--- src/rtl/pcie_trans_pkg.sv ---
// Shared state encoding, field-position helpers and threshold clamping for
// the parametrised PCIe transaction virtual-channel path.
package pcie_trans_pkg;

    typedef enum logic [2:0] {
        ST_RESET  = 3'd0,
        ST_INIT   = 3'd1,
        ST_IDLE   = 3'd2,
        ST_ACTIVE = 3'd3,
        ST_ERROR  = 3'd4
    } state_t;

    localparam int UMBRAL_LO_RST = 1;
    localparam int UMBRAL_HI_RST = 2;

    // The VC field sits at the top of the word, with the dest field just below it.
    function automatic int vc_field_msb(input int dw);
        return dw - 1;
    endfunction

    function automatic int dest_field_msb(input int dw, input int vcb);
        return dw - 1 - vcb;
    endfunction

    function automatic int clamp_umbral(input int umbral, input int depth);
        return (umbral > depth) ? depth : umbral;
    endfunction

endpackage

--- src/rtl/pcie_sync_fifo.sv ---
// Synchronous FIFO with count-derived full/empty, programmable almost
// thresholds and an overflow strobe for a push that cannot be stored.
module pcie_sync_fifo #(
    parameter  int DW    = 6,
    parameter  int DEPTH = 4,
    localparam int AW    = $clog2(DEPTH),
    localparam int CW    = AW + 1
) (
    input  logic          clk,
    input  logic          reset,
    input  logic          push,
    input  logic          pop,
    input  logic [DW-1:0] din,
    input  logic [CW-1:0] umbral_lo,
    input  logic [CW-1:0] umbral_hi,
    output logic [DW-1:0] dout,
    output logic [CW-1:0] count,
    output logic          full,
    output logic          empty,
    output logic          almost_full,
    output logic          almost_empty,
    output logic          overflow
);

    localparam logic [CW-1:0] DEPTH_C = CW'(DEPTH);

    logic [DW-1:0] mem [DEPTH];
    logic [AW-1:0] wr_ptr;
    logic [AW-1:0] rd_ptr;
    logic          do_push;
    logic          do_pop;

    assign empty        = (count == '0);
    assign full         = (count == DEPTH_C);
    assign almost_full  = (count >= (DEPTH_C - umbral_hi));
    assign almost_empty = (count <= umbral_lo);
    assign do_pop       = pop && !empty;
    // A full FIFO still accepts a push when a pop frees a slot in the same cycle.
    assign do_push      = push && (!full || do_pop);
    assign overflow     = push && full && !do_pop;
    assign dout         = mem[rd_ptr];

    always_ff @(posedge clk) begin
        if (reset) begin
            wr_ptr <= '0;
            rd_ptr <= '0;
            count  <= '0;
        end else begin
            if (do_push) wr_ptr <= wr_ptr + 1'b1;
            if (do_pop)  rd_ptr <= rd_ptr + 1'b1;
            case ({do_push, do_pop})
                2'b10:   count <= count + 1'b1;
                2'b01:   count <= count - 1'b1;
                default: ;
            endcase
        end
    end

    always_ff @(posedge clk) begin
        if (do_push) mem[wr_ptr] <= din;
    end

endmodule

--- src/rtl/pcie_trans_vc.sv ---
// Main FIFO feeding per-VC FIFOs, with an arbiter that drains the VC heads
// onto per-destination output registers under a small control FSM.
module pcie_trans_vc
    import pcie_trans_pkg::*;
#(
    parameter int DW       = 6,
    parameter int NUM_VC   = 2,
    parameter int NUM_DEST = 2,
    parameter int MF_DEPTH = 4,
    parameter int VC_DEPTH = 16,
    parameter int ARB_MODE = 1
) (
    input  logic                         clk,
    input  logic                         reset,
    input  logic                         init,
    input  logic [$clog2(VC_DEPTH)-1:0]  umbral_lo,
    input  logic [$clog2(VC_DEPTH)-1:0]  umbral_hi,
    input  logic                         push,
    input  logic [DW-1:0]                data_in,
    input  logic [NUM_DEST-1:0]          dest_pause,
    output logic                         pause_out,
    output logic [NUM_DEST*DW-1:0]       data_out,
    output logic [NUM_DEST-1:0]          valid_out,
    output logic                         active_out,
    output logic                         idle_out,
    output logic                         error_out,
    output logic [NUM_VC:0]              error_id
);

    localparam int VCB      = $clog2(NUM_VC);
    localparam int DSB      = $clog2(NUM_DEST);
    localparam int UW       = $clog2(VC_DEPTH);
    localparam int MCW      = $clog2(MF_DEPTH) + 1;
    localparam int VCW      = $clog2(VC_DEPTH) + 1;
    localparam int VC_MSB   = vc_field_msb(DW);
    localparam int DEST_MSB = dest_field_msb(DW, VCB);

    state_t state;
    state_t next_state;

    logic          run;
    logic          push_en;
    logic          overflow;
    logic          any_data;
    logic [UW-1:0] lo_q;
    logic [UW-1:0] hi_q;
    logic [MCW-1:0] mf_lo;
    logic [MCW-1:0] mf_hi;
    logic [VCW-1:0] vc_lo;
    logic [VCW-1:0] vc_hi;

    logic           mf_pop;
    logic           mf_full;
    logic           mf_empty;
    logic           mf_af;
    logic           mf_ae_unused;
    logic           mf_ovf;
    logic [DW-1:0]  mf_dout;
    logic [MCW-1:0] mf_count_unused;
    logic [VCB-1:0] head_vc;

    logic [NUM_VC-1:0] vc_push;
    logic [NUM_VC-1:0] vc_pop;
    logic [NUM_VC-1:0] vc_empty;
    logic [NUM_VC-1:0] vc_af;
    logic [NUM_VC-1:0] vc_full_unused;
    logic [NUM_VC-1:0] vc_ae_unused;
    logic [NUM_VC-1:0] vc_ovf;
    logic [NUM_VC-1:0] eligible;
    logic [DW-1:0]     vc_dout [NUM_VC];
    logic [DSB-1:0]    vc_dest [NUM_VC];

    logic           found;
    logic [VCB-1:0] idx;
    logic [VCB-1:0] grant_idx;
    logic [VCB-1:0] rr_ptr;
    logic [DSB-1:0] grant_dest;

    logic [NUM_DEST-1:0]    valid_q;
    logic [NUM_DEST*DW-1:0] data_q;

    assign run      = (state == ST_IDLE) || (state == ST_ACTIVE);
    assign push_en  = push && (state != ST_ERROR);
    assign overflow = mf_ovf || (|vc_ovf);
    assign any_data = !mf_empty || !(&vc_empty);

    // Thresholds are shared by every FIFO, each clamped to that FIFO's own depth.
    assign mf_lo = MCW'(clamp_umbral(32'(lo_q), MF_DEPTH));
    assign mf_hi = MCW'(clamp_umbral(32'(hi_q), MF_DEPTH));
    assign vc_lo = VCW'(clamp_umbral(32'(lo_q), VC_DEPTH));
    assign vc_hi = VCW'(clamp_umbral(32'(hi_q), VC_DEPTH));

    always_ff @(posedge clk) begin
        if (reset) begin
            lo_q <= UW'(UMBRAL_LO_RST);
            hi_q <= UW'(UMBRAL_HI_RST);
        end else if (init) begin
            lo_q <= umbral_lo;
            hi_q <= umbral_hi;
        end
    end

    assign head_vc = mf_dout[VC_MSB -: VCB];
    assign mf_pop  = run && !mf_empty && !vc_af[head_vc];

    pcie_sync_fifo #(.DW(DW), .DEPTH(MF_DEPTH)) u_main_fifo (
        .clk          (clk),
        .reset        (reset),
        .push         (push_en),
        .pop          (mf_pop),
        .din          (data_in),
        .umbral_lo    (mf_lo),
        .umbral_hi    (mf_hi),
        .dout         (mf_dout),
        .count        (mf_count_unused),
        .full         (mf_full),
        .empty        (mf_empty),
        .almost_full  (mf_af),
        .almost_empty (mf_ae_unused),
        .overflow     (mf_ovf)
    );

    for (genvar v = 0; v < NUM_VC; v++) begin : g_vc
        logic [VCW-1:0] count_unused;

        assign vc_push[v]  = mf_pop && (head_vc == VCB'(v));
        assign vc_dest[v]  = vc_dout[v][DEST_MSB -: DSB];
        assign eligible[v] = run && !vc_empty[v] && !dest_pause[vc_dest[v]];

        pcie_sync_fifo #(.DW(DW), .DEPTH(VC_DEPTH)) u_vc_fifo (
            .clk          (clk),
            .reset        (reset),
            .push         (vc_push[v]),
            .pop          (vc_pop[v]),
            .din          (mf_dout),
            .umbral_lo    (vc_lo),
            .umbral_hi    (vc_hi),
            .dout         (vc_dout[v]),
            .count        (count_unused),
            .full         (vc_full_unused[v]),
            .empty        (vc_empty[v]),
            .almost_full  (vc_af[v]),
            .almost_empty (vc_ae_unused[v]),
            .overflow     (vc_ovf[v])
        );
    end

    // Round robin scans from the VC after the last grant; strict mode scans from VC 0.
    always_comb begin
        found     = 1'b0;
        grant_idx = '0;
        idx       = '0;
        for (int i = 0; i < NUM_VC; i++) begin
            idx = (ARB_MODE == 1) ? rr_ptr + VCB'(i + 1) : VCB'(i);
            if (!found && eligible[idx]) begin
                found     = 1'b1;
                grant_idx = idx;
            end
        end
    end

    always_comb begin
        vc_pop = '0;
        if (found) vc_pop[grant_idx] = 1'b1;
    end

    assign grant_dest = vc_dest[grant_idx];

    always_ff @(posedge clk) begin
        if (reset) begin
            rr_ptr <= VCB'(NUM_VC - 1);
        end else if (found) begin
            rr_ptr <= grant_idx;
        end
    end

    always_ff @(posedge clk) begin
        if (reset) begin
            valid_q <= '0;
            data_q  <= '0;
        end else begin
            valid_q <= '0;
            if (found) begin
                valid_q[grant_dest]            <= 1'b1;
                data_q[grant_dest*DW +: DW]    <= vc_dout[grant_idx];
            end
        end
    end

    always_ff @(posedge clk) begin
        if (reset) begin
            pause_out <= 1'b0;
            error_id  <= '0;
        end else begin
            pause_out <= mf_af;
            error_id  <= error_id | {vc_ovf, mf_ovf};
        end
    end

    assign data_out  = data_q;
    assign valid_out = (state == ST_ERROR) ? '0 : valid_q;

    always_ff @(posedge clk) begin
        if (reset) state <= ST_RESET;
        else       state <= next_state;
    end

    // An overflow outranks init in every state that can see traffic.
    always_comb begin
        next_state = state;
        case (state)
            ST_RESET:  next_state = ST_INIT;
            ST_INIT: begin
                if (overflow)   next_state = ST_ERROR;
                else if (!init) next_state = ST_IDLE;
            end
            ST_IDLE: begin
                if (overflow)      next_state = ST_ERROR;
                else if (init)     next_state = ST_INIT;
                else if (any_data) next_state = ST_ACTIVE;
            end
            ST_ACTIVE: begin
                if (overflow)       next_state = ST_ERROR;
                else if (init)      next_state = ST_INIT;
                else if (!any_data) next_state = ST_IDLE;
            end
            ST_ERROR:  next_state = ST_ERROR;
            default:   next_state = ST_RESET;
        endcase
    end

    always_comb begin
        active_out = 1'b0;
        idle_out   = 1'b0;
        error_out  = 1'b0;
        case (state)
            ST_IDLE:   idle_out   = 1'b1;
            ST_ACTIVE: active_out = 1'b1;
            ST_ERROR:  error_out  = 1'b1;
            default:   ;
        endcase
    end

endmodule
--- config.mk ---
export PLATFORM = sky130hd
export DESIGN_NAME = pcie_trans_vc
export DESIGN_NICKNAME = d
export VERILOG_FILES = /design/src/rtl/pcie_trans_pkg.sv /design/src/rtl/pcie_sync_fifo.sv /design/src/rtl/pcie_trans_vc.sv
export SDC_FILE = /design/constraint.sdc
export NUM_CORES = 1
export LEC_CHECK = 0
export ABC_CLOCK_PERIOD_IN_PS = 13600
export BUFFER_PORTS_ARGS = -buffer_cell sky130_fd_sc_hd__buf_2
export CAP_MARGIN = 20
export CORE_MARGIN = 4
export CORE_UTILIZATION = 45
export CTS_BUF_LIST = sky130_fd_sc_hd__clkbuf_8
export CTS_CLUSTER_SIZE = 25
export DETAILED_ROUTE_END_ITERATION = 12
export GPL_ROUTABILITY_DRIVEN = 0
export SYNTH_ARGS = -nofsm -noshare
export SYNTH_HDL_FRONTEND = slang
export SYNTH_SLANG_ARGS = --single-unit
--- constraint.sdc ---
create_clock -name clk -period 13.6 [get_ports clk]
set_clock_uncertainty 0.05 [all_clocks]
set_input_delay 1.36 -clock clk [delete_from_list [all_inputs] [get_ports clk]]
set_output_delay 1.36 -clock clk [all_outputs]
set_load 0.02 [all_outputs]
==> summary.txt, run 1 <==
STA
  • Setup repair after global routing missed its margin: false
  • Worst setup slack after layout: 8.41 ns
  • Hold Vio Cnt, Final: 0
  • Crit share post-route: 38.2%
  • Final Max Tran Viols: 0
  • Maximum frequency from static timing analysis: 0.193 GHz
  • Accumulated negative setup slack: 0 ns
  • Minimum clock period: 5.19 ns
  • Final number of setup-violating endpoints: 0
  • Worst slew margin relative to its limit: 25.5%
  • Measured slew at the worst slew-check pin: 1.12 ns

Yosys
  • Syn nets: 790
  • Flip-flop cell with the highest count after synthesis: edfxtp_1
  • Most frequently used cell type in the post-synthesis netlist: edfxtp_1
  • YS warnings: 0
  • Post-synthesis instance area: 11900 um2
  • Top cell types by occurrence after synthesis: edfxtp_1, dfxtp_1, mux4_2
  • Leading cell types by total area after synthesis: edfxtp_1, mux4_2, dfxtp_1
  • Post-synthesis sequential area ratio: 66.1%
  • Share of flip-flops with an asynchronous set or reset: 0%
  • Count of mapped cells out of synthesis: 732
  • Count of flip-flops with a built-in enable after synthesis: 216
  • Fraction of post-synthesis cell area in the top cell type by area: 54.6%
  • Count of different cell masters after synthesis: 50
  • Post-synthesis sequential element count: 284
  • Average cell area after synthesis: 16.2 um2
  • Library cell occupying the most area in the post-synthesis netlist: edfxtp_1

Critical path
  • Kind of start point of the critical path: flip-flop
  • Crit Path Class: reg2reg
  • Worst path required time: 14.02 ns
  • Largest fanout of any net on the critical path: 13
  • Worst setup EP type: flip-flop
  • Arrival time of the worst setup path: 5.61 ns

Place
  • Half-perimeter wire length after placement: 15.4 mm
  • Pre-CTS WS: 8.39 ns
  • Quantity of I/O buffers inserted on ports: 35

Drt
  • Count of unresolved DRC violations after routing: 0
  • Antenna Violating Nets Remaining: 0
  • Number of iterations in the first detailed-routing pass: 5
  • Routed wirelength normalized by instance count: 19.9 um
  • Number of vias after detailed routing: 6327
  • Via-per-instance ratio: 5.44
  • Violation count after the first detailed-route iteration: 350
  • Routed Wire Length: 23.2 mm

Global route
  • Total routing resource utilization after global routing: 16.3%
  • Pin count of the biggest net entering global routing: 67
  • Initial antenna violation count: 0
  • Via count of the first global-routing pass: 6650
  • Global-route wire length before repair: 36.6 mm
  • Residual overflow from global routing: 0

Clocking
  • Hold Buf Count CTS: 0
  • Post-CTS resize count: 0
  • Post-CTS clock slew at the launch and capture registers of the worst setup and hold paths: 0.06 ns
  • Clock tree from TritonCTS: built
  • Clock root cell: clkbuf_8
  • # Post-CTS Setup Buffers: 0
  • CTS Buffer Depth: 3
  • H-Tree Level Count: 2
  • Sinks on Clock Net: 284
  • Clock insertion delay at the later pin of the skew report: 0.55 ns
  • Number of CTS-inserted buffers: 47

Floorplan
  • Starting density of the core: 45.7%
  • Die Area: 29000 um2
  • Area inside the core boundary: 26000 um2
  • Placement Rows: 59
  • IO Pins: 41
  • Die Width: 170 um
  • Die Span Y: 170 um

Pwr
  • Worst voltage drop across the vdd grid: 0.0000741 V
  • Power per unit of standard cell area: 134 nW/um2
  • Static Leakage: 4.74 nW

Final layout
  • # nets final: 850
  • Fill cells: 2168
  • Share of post-route cells with drive strength above 1: 21.5%
  • Number of antenna repair diodes: 0
  • Area growth, synth to finish: 11.4%

Worst hold path
  • Hold/Removal Path Class: reg2reg

Job
  • Max-cap violations: 0

Run status
  • Run status: finished, final reports clean
## per-stage QoR
stage	std cells	hold WS, ns	utilization (%)	total power (W)	instance area [um2]
global route	1164	0.476	50.9	0.00184	13200
finish	1164	0.427	50.9	0.00177	13200
detailed placement	1078	0.416	47.7	0.00113	12400
floorplan	732	0.398	-	0.00108	11900
CTS	1164	0.440	50.9	0.00179	13200
global placement	1078	0.407	47.7	0.00112	12400
## layer usage
metal | vias up | GRT usage [%] | wire length (um)
met5 | - | 0 | 0
met4 | 0 | 4.38 | 341
met3 | 34 | 2.97 | 978
met2 | 129 | 26.9 | 11500
met1 | 3228 | 22.5 | 10300
li1 | 2936 | - | -
## cells in the final DEF, fill, tap and decap left out, drive strengths merged, types with 3 or more instances in the layout
cell | synthesis | routed
clkbuf | 18 | 49
xnor2 | 11 | 11
nor3 | 5 | 5
and2 | 17 | 17
a21oi | 32 | 32
nor4 | 5 | 5
o21ai | 9 | 9
buf | 10 | 39
nor2 | 59 | 59
inv | 30 | 45
nand2b | 5 | 5
nor2b | 14 | 14
mux2 | 12 | 12
a21o | 10 | 10
edfxtp | 216 | 216
clkinv | 0 | 21
xor2 | 15 | 15
ha | 35 | 35
mux4 | 66 | 66
fa | 3 | 3
nand3 | 3 | 3
mux2i | 14 | 14
or3 | 9 | 9
nand2 | 18 | 18
and3 | 24 | 24
dfxtp | 68 | 68
## worst paths after layout
kind                           from                                 endpoint  slack [ns]  depth (start not counted)
max                       flip-flop  g_vc[0].u_vc_fifo.count[4]$_SDFFE_PP0P_        8.41                         12
min          error_id[0]$_SDFF_PP0_                   error_id[0]$_SDFF_PP0_        0.43                          2
max reg2reg               flip-flop  g_vc[0].u_vc_fifo.count[4]$_SDFFE_PP0P_        8.41                         12
min reg2reg  error_id[0]$_SDFF_PP0_                   error_id[0]$_SDFF_PP0_        0.43                          2
## cells by family after synthesis
| logic type | synth area share (%) |
|---|---|
| adders and majority gates | 4.19 |
| xor gates and xnor gates | 1.92 |
| buffers and inverters | 1.95 |
| muxes | 14.9 |
| other | 0.0316 |
| AOI/OAI and AO/OA | 3.90 |
| and+or+nand+nor | 7.03 |
| DFF | 66.1 |
## worst max-delay path, stage by stage (launching register included)
cell,delay [ns]
dfxtp_1,0.71
mux4_2,0.59
mux4_2,0.54
mux2i_1,0.40
a311oi_2,0.32
o21ai_1,0.85
ha_1,0.43
ha_1,0.32
a21o_1,0.21
a21oi_1,0.17
xor2_1,0.09
or3_1,0.31
a21oi_1,0.14
## report_power, final
part / internal [W] / switching (W) / total, W
logic: 0.0000380 / 0.0000848 / 0.000123
clock network: 0.000334 / 0.000323 / 0.000658
registers: 0.000973 / 0.0000115 / 0.000985
## cell type report
cell class | instances | area [um2] | area share (%)
tap | 335 | 419 | 3.17
multi-input combinational | 390 | 3800 | 28.8
timing repair buffer | 39 | 205 | 1.55
sequential | 284 | 7850 | 59.4
inverter | 30 | 113 | 0.852
clock buffer | 49 | 674 | 5.10
clock inverter | 37 | 155 | 1.17
## state kept, by name, indices dropped and copies added, names as in the netlist, named ones only
name,count
rr_ptr,1
g_vc.u_vc_fifo.wr_ptr,8
g_vc.u_vc_fifo.count,10
data_out,11
u_main_fifo.count,3
pause_out,1
u_main_fifo.wr_ptr,2
state,3
g_vc.u_vc_fifo.rd_ptr,8
g_vc.u_vc_fifo.mem,192
u_main_fifo.mem,24
u_main_fifo.rd_ptr,2
hi_q,4
valid_q,2
error_id,3
No activity file was read; power rests on OpenSTA's default activity.
==> run 2, diff against run 1 <==
- ABC_CLOCK_PERIOD_IN_PS: 13600 -> 5000
- clock period: 13.6 -> 5 ns (I/O delays scaled with it)
==> summary.txt, run 2 (same netlist as run 1, synthesis figures left out) <==
Floorplan
  • IO Pins: 41 (unchanged)
  • Area inside the core boundary: 26000 um2 (unchanged)
  • Placement Rows: 59 (unchanged)
  • Die Width: 170 um (unchanged)
  • Die Area: 29000 um2 (unchanged)
  • Die Span Y: 170 um (unchanged)
  • Starting density of the core: 45.7% (unchanged)

Critical path
  • Worst path required time: 5.41 ns (-8.61 ns)
  • Largest fanout of any net on the critical path: 8 (-5)
  • Worst setup EP type: flip-flop
  • Kind of start point of the critical path: flip-flop
  • Crit Path Class: reg2reg
  • Arrival time of the worst setup path: 4.79 ns (-0.82 ns)

Pwr
  • Power per unit of standard cell area: 372 nW/um2 (+180%)
  • Worst voltage drop across the vdd grid: 0.000177 V (+140%)
  • Static Leakage: 4.83 nW (+2.1%)

Clocking
  • Number of CTS-inserted buffers: 47 (unchanged)
  • H-Tree Level Count: 2 (unchanged)
  • # Post-CTS Setup Buffers: 0 (unchanged)
  • Clock tree from TritonCTS: built
  • Post-CTS resize count: 0 (unchanged)
  • Sinks on Clock Net: 284 (unchanged)
  • Clock root cell: clkbuf_8
  • CTS Buffer Depth: 3 (unchanged)
  • Post-CTS clock slew at the launch and capture registers of the worst setup and hold paths: 0.05 ns (about the same)
  • Clock insertion delay at the later pin of the skew report: 0.55 ns (about the same)
  • Hold Buf Count CTS: 0 (unchanged)

STA
  • Final number of setup-violating endpoints: 0 (unchanged)
  • Worst slew margin relative to its limit: 52.9% (+27 points)
  • Crit share post-route: 87.7% (+50 points)
  • Minimum clock period: 4.39 ns (-0.805 ns)
  • Accumulated negative setup slack: 0 ns (unchanged)
  • Worst setup slack after layout: 0.613 ns (-7.80 ns)
  • Setup repair after global routing missed its margin: false
  • Final Max Tran Viols: 0 (unchanged)
  • Hold Vio Cnt, Final: 0 (unchanged)
  • Measured slew at the worst slew-check pin: 0.707 ns (-0.410 ns)
  • Maximum frequency from static timing analysis: 0.228 GHz (+18%)

Worst hold path
  • HP Start: data_in[2]
  • Hold/Removal Path Class: in2reg

Place
  • Quantity of I/O buffers inserted on ports: 35 (unchanged)
  • Half-perimeter wire length after placement: 15.7 mm (+1.4%)
  • Pre-CTS WS: 0.638 ns (-7.76 ns)

Final layout
  • Fill cells: 2168 (unchanged)
  • Area growth, synth to finish: 12.6%
  • Share of post-route cells with drive strength above 1: 22.6% (+1.1 points)
  • Area used by multi-input combinational logic: 3790 um2 (-0.33%)
  • Flip-flop count of the largest register after layout: 192 (unchanged)
  • Sequential Area: 7850 um2 (unchanged)
  • Highest-count cells in the layout ignoring fill and taps: edfxtp_1, dfxtp_1, mux4_2, nor2_1, clkbuf_8
  • Biggest register: g_vc.u_vc_fifo.mem
  • # nets final: 859 (+1.1%)
  • Most frequent standard cell in the layout excluding fill and tap cells: edfxtp_1
  • Number of antenna repair diodes: 0 (unchanged)

Drt
  • Violation count after the first detailed-route iteration: 358 (+2.3%)
  • Routed Wire Length: 23.3 mm (+0.61%)
  • Number of iterations in the first detailed-routing pass: 6 (+1)
  • Number of vias after detailed routing: 6329 (+0.032%)
  • Count of unresolved DRC violations after routing: 0 (unchanged)
  • Antenna Violating Nets Remaining: 0 (unchanged)
  • Via-per-instance ratio: 5.40 (-0.65%)
  • Routed wirelength normalized by instance count: 19.9 um (about the same)

Global route
  • Global-route wire length before repair: 37.2 mm (+1.7%)
  • Initial antenna violation count: 0 (unchanged)
  • Residual overflow from global routing: 0 (unchanged)
  • Total routing resource utilization after global routing: 16.5% (+0.27 points)
  • Pin count of the biggest net entering global routing: 46 (-31%)
  • Via count of the first global-routing pass: 6778 (+1.9%)

Job
  • Max-cap violations: 0 (unchanged)

Run status
  • Run status: finished, final reports clean
==> run 2: cell types whose count changed in the layout (fill, tap and decap cells not counted) <==
cell	delta
nor4_1	+2
nor4_2	-2
clkinv_2	-1
buf_4	+9
bufinv_16	+3
clkinvlp_4	+1
clkbuf_8	+2
clkinv_1	-8
inv_1	+3
inv_6	-1
==> run 2: per-layer routing <==
metal | share of wire (%) | vias up | global-route usage [%]
met5 | 0 | - | 0
met4 | 1.7 | 0 | 4.79
met3 | 5.9 | 26 | 3.51
met2 | 50 | 150 | 27.3
met1 | 43 | 3214 | 22.4
li1 | - | 2939 | -
==> run 2: final timing paths <==
check / to / depth (start not counted) / slack, ns
min: u_main_fifo.mem[1][2]$_DFFE_PP_ / 1 / 0.13
max reg2reg: g_vc[1].u_vc_fifo.count[4]$_SDFFE_PP0P_ / 16 / 0.61
max: g_vc[1].u_vc_fifo.count[4]$_SDFFE_PP0P_ / 16 / 0.61
min reg2reg: rr_ptr$_SDFFE_PP1N_ / 1 / 0.43
==> run 2: area by class of cell <==
class,instances,share of cell area [%]
clock buffer,51,5.25
clock inverter,34,1.65
inverter,30,0.842
multi-input combinational,390,28.4
sequential,284,58.7
tap,335,3.14
timing repair buffer,48,2.04
==> run 2: per-stage QoR <==
step,hold WS (ns),util [%],cell area [um2],power [W],cells
floorplan,0.398,-,11900,0.00295,732
global placement,0.410,47.9,12400,0.00304,1087
detailed placement,0.420,47.9,12400,0.00307,1087
CTS,0.0929,51.4,13400,0.00504,1172
global route,0.0898,51.4,13400,0.00520,1172
finish,0.135,51.4,13400,0.00497,1172
==> run 2: critical path, stage by stage, from the launching register on <==
cell	delay [ns]
dfxtp_1	0.44
buf_4	0.24
mux4_2	0.51
mux4_2	0.53
mux2i_1	0.38
o311ai_4	0.20
buf_4	0.22
inv_2	0.14
ha_1	0.25
inv_1	0.10
fa_1	0.40
inv_1	0.08
a21o_1	0.11
a21oi_1	0.07
xnor2_1	0.13
or3_1	0.30
a21oi_1	0.14
==> run 2: power by group <==
part           switching, W  total [W]  internal [W]
Combinational      0.000227   0.000331      0.000104
Clock              0.000871    0.00197       0.00109
Sequential        0.0000322    0.00268       0.00265
==> run 3, diff against run 2 <==
- GPL_TIMING_DRIVEN: unset -> 0
==> summary.txt, run 3 (same netlist as run 1, synthesis figures left out) <==
Run status
  • Run status: finished, final reports clean

Floorplan
  • Starting density of the core: 45.7% (unchanged)
  • Area inside the core boundary: 26000 um2 (unchanged)
  • Placement Rows: 59 (unchanged)
  • Die Span Y: 170 um (unchanged)
  • IO Pins: 41 (unchanged)
  • Die Width: 170 um (unchanged)
  • Die Area: 29000 um2 (unchanged)

Clocking
  • CTS Buffer Depth: 3 (unchanged)
  • H-Tree Level Count: 2 (unchanged)
  • Clock root cell: clkbuf_8
  • Clock tree from TritonCTS: built
  • Clock insertion delay at the later pin of the skew report: 0.55 ns (about the same)
  • Number of CTS-inserted buffers: 46 (-2.1%)
  • Hold Buf Count CTS: 0 (unchanged)
  • Post-CTS clock slew at the launch and capture registers of the worst setup and hold paths: 0.07 ns (+0.02 ns)
  • Sinks on Clock Net: 284 (unchanged)

Critical path
  • Arrival time of the worst setup path: 5.14 ns (+0.35 ns)
  • Worst path required time: 5.43 ns (+0.02 ns)
  • Crit Path Class: reg2reg
  • Reg2Reg Capture Point: g_vc[0].u_vc_fifo.count[4]$_SDFFE_PP0P_
  • Depth of the most critical reg-to-reg path: 14 (-2)
  • Largest fanout of any net on the critical path: 10 (+2)
  • Kind of start point of the critical path: flip-flop
  • Worst setup EP type: flip-flop
  • Worst setup slack for register-to-register paths: 0.29 ns (-0.33 ns)

STA
  • Measured slew at the worst slew-check pin: 1.07 ns (+0.365 ns)
  • Crit share post-route: 94.3% (+6.6 points)
  • Final number of setup-violating endpoints: 0 (unchanged)
  • Setup repair after global routing missed its margin: false
  • Accumulated negative setup slack: 0 ns (unchanged)
  • Hold Vio Cnt, Final: 0 (unchanged)
  • Minimum clock period: 4.71 ns (+0.328 ns)
  • Maximum frequency from static timing analysis: 0.212 GHz (-7.0%)
  • Worst setup slack after layout: 0.285 ns (-0.328 ns)
  • Final Max Tran Viols: 0 (unchanged)
  • Worst slew margin relative to its limit: 28.0% (-25 points)

Drt
  • Violation count after the first detailed-route iteration: 361 (+0.84%)
  • Via-per-instance ratio: 5.44 (+0.68%)
  • Antenna Violating Nets Remaining: 0 (unchanged)
  • Routed Wire Length: 24.2 mm (+3.6%)
  • Count of unresolved DRC violations after routing: 0 (unchanged)
  • Routed wirelength normalized by instance count: 20.3 um (+2.0%)
  • Number of iterations in the first detailed-routing pass: 5 (-1)
  • Number of vias after detailed routing: 6470 (+2.2%)

Place
  • Half-perimeter wire length after placement: 17.0 mm (+8.3%)
  • Pre-CTS WS: 0.0123 ns (-0.626 ns)
  • Quantity of I/O buffers inserted on ports: 34 (-2.9%)

Pwr
  • Switching share of total power: 23.4% (+0.67 points)
  • Power per unit of standard cell area: 365 nW/um2 (-2.0%)
  • P_int: 0.00374 W (-2.7%)
  • Reported net switching power: 0.00114 W (+1.1%)
  • Sequential fraction of design power: 54.8% (+0.9 points)
  • Combinational power share: 7.1% (+0.5 points)
  • Static Leakage: 4.80 nW (-0.75%)
  • Worst voltage drop across the vdd grid: 0.000187 V (+5.9%)
  • Share of power burned in the clock network: 38.1% (-1.4 points)

Job
  • Max-cap violations: 0 (unchanged)

Final layout
  • Share of post-route cells with drive strength above 1: 21.4% (-1.2 points)
  • Flip-flop count of the largest register after layout: 192 (unchanged)
  • Fill cells: 2123 (-2.1%)
  • # nets final: 876 (+2.0%)
  • Biggest register: g_vc.u_vc_fifo.mem
  • Highest-count cells in the layout ignoring fill and taps: edfxtp_1, dfxtp_1, mux4_2, nor2_1, clkbuf_8
  • Most frequent standard cell in the layout excluding fill and tap cells: edfxtp_1
  • Area growth, synth to finish: 12.8%
  • Number of antenna repair diodes: 0 (unchanged)

Worst hold path
  • Sink of the worst hold path: hi_q[1]$_SDFFE_PP1P_
  • Hold/Removal Path Class: in2reg
  • Hold Path Stages: 3 (+2)
  • HP Start: umbral_hi[1]

Global route
  • Residual overflow from global routing: 0 (unchanged)
  • Initial antenna violation count: 0 (unchanged)
  • Global-route wire length before repair: 38.2 mm (+2.5%)
  • Total routing resource utilization after global routing: 17.0% (+0.46 points)
  • Pin count of the biggest net entering global routing: 37 (-20%)
  • Via count of the first global-routing pass: 6963 (+2.7%)
## run 3: cell type report
type	count	area (um2)	area share, %
inverter	30	113	0.841
tap	335	419	3.13
clock buffer	51	702	5.24
buffer	28	119	0.888
timing repair buffer	38	200	1.50
sequential	284	7850	58.6
multi-input combinational	390	3820	28.6
clock inverter	34	165	1.23
## run 3: worst max path at each step
stage	end	slack, ns
2_1_floorplan	g_vc[0].u_vc_fifo.count[4]$_SDFFE_PP0P_	0.74
3_3_place_gp	g_vc[1].u_vc_fifo.count[4]$_SDFFE_PP0P_	0.17
3_5_place_dp	g_vc[1].u_vc_fifo.count[4]$_SDFFE_PP0P_	0.01
4_1_cts	g_vc[1].u_vc_fifo.count[4]$_SDFFE_PP0P_	0.003
5_1_grt	g_vc[0].u_vc_fifo.count[4]$_SDFFE_PP0P_	0.03
6_report	g_vc[0].u_vc_fifo.count[4]$_SDFFE_PP0P_	0.29
## run 3: layer usage
layer | up-vias | wire, um | track usage, %
li1 | 2986 | - | -
met1 | 3291 | 10700 | 23.2
met2 | 144 | 11900 | 28.2
met3 | 49 | 1040 | 2.83
met4 | 0 | 555 | 5.24
met5 | - | 0 | 0
## run 3: through the flow
step	instance area [um2]	hold WS (ns)	total power (W)	util [%]	std cells
after CTS	13300	0.0883	0.00493	51.3	1186
after floorplan	11900	0.398	0.00295	-	732
after detailed placement	12500	0.412	0.00307	48.0	1101
after global routing	13400	0.101	0.00510	51.5	1190
final	13400	0.125	0.00488	51.5	1190
after global placement	12500	0.406	0.00305	48.0	1101
## run 3: power groups by stage
stage	logic (W)	registers (W)	clock network [W]
2_1_floorplan	0.000230	0.00272	0
3_3_place_gp	0.000329	0.00272	0
3_5_place_dp	0.000349	0.00272	0
4_1_cts	0.000351	0.00267	0.00191
5_1_grt	0.000387	0.00268	0.00203
6_report	0.000347	0.00267	0.00186
## run 3: worst max-delay path: stages (launching register included)
cell	delay (ns)
dfxtp_1	0.30
buf_2	0.29
mux4_2	0.55
mux4_2	0.53
mux2i_1	0.46
a311oi_4	0.26
o21ai_1	0.33
buf_2	0.32
ha_1	0.32
ha_1	0.31
a21o_1	0.19
a21oi_1	0.18
xor2_1	0.10
or3_1	0.31
a21oi_1	0.14
## run 3: repair_timing
action	4_1_cts	5_1_grt
gates resized for setup	0	2
endpoints found under the setup margin	0	2
setup buffers	0	4
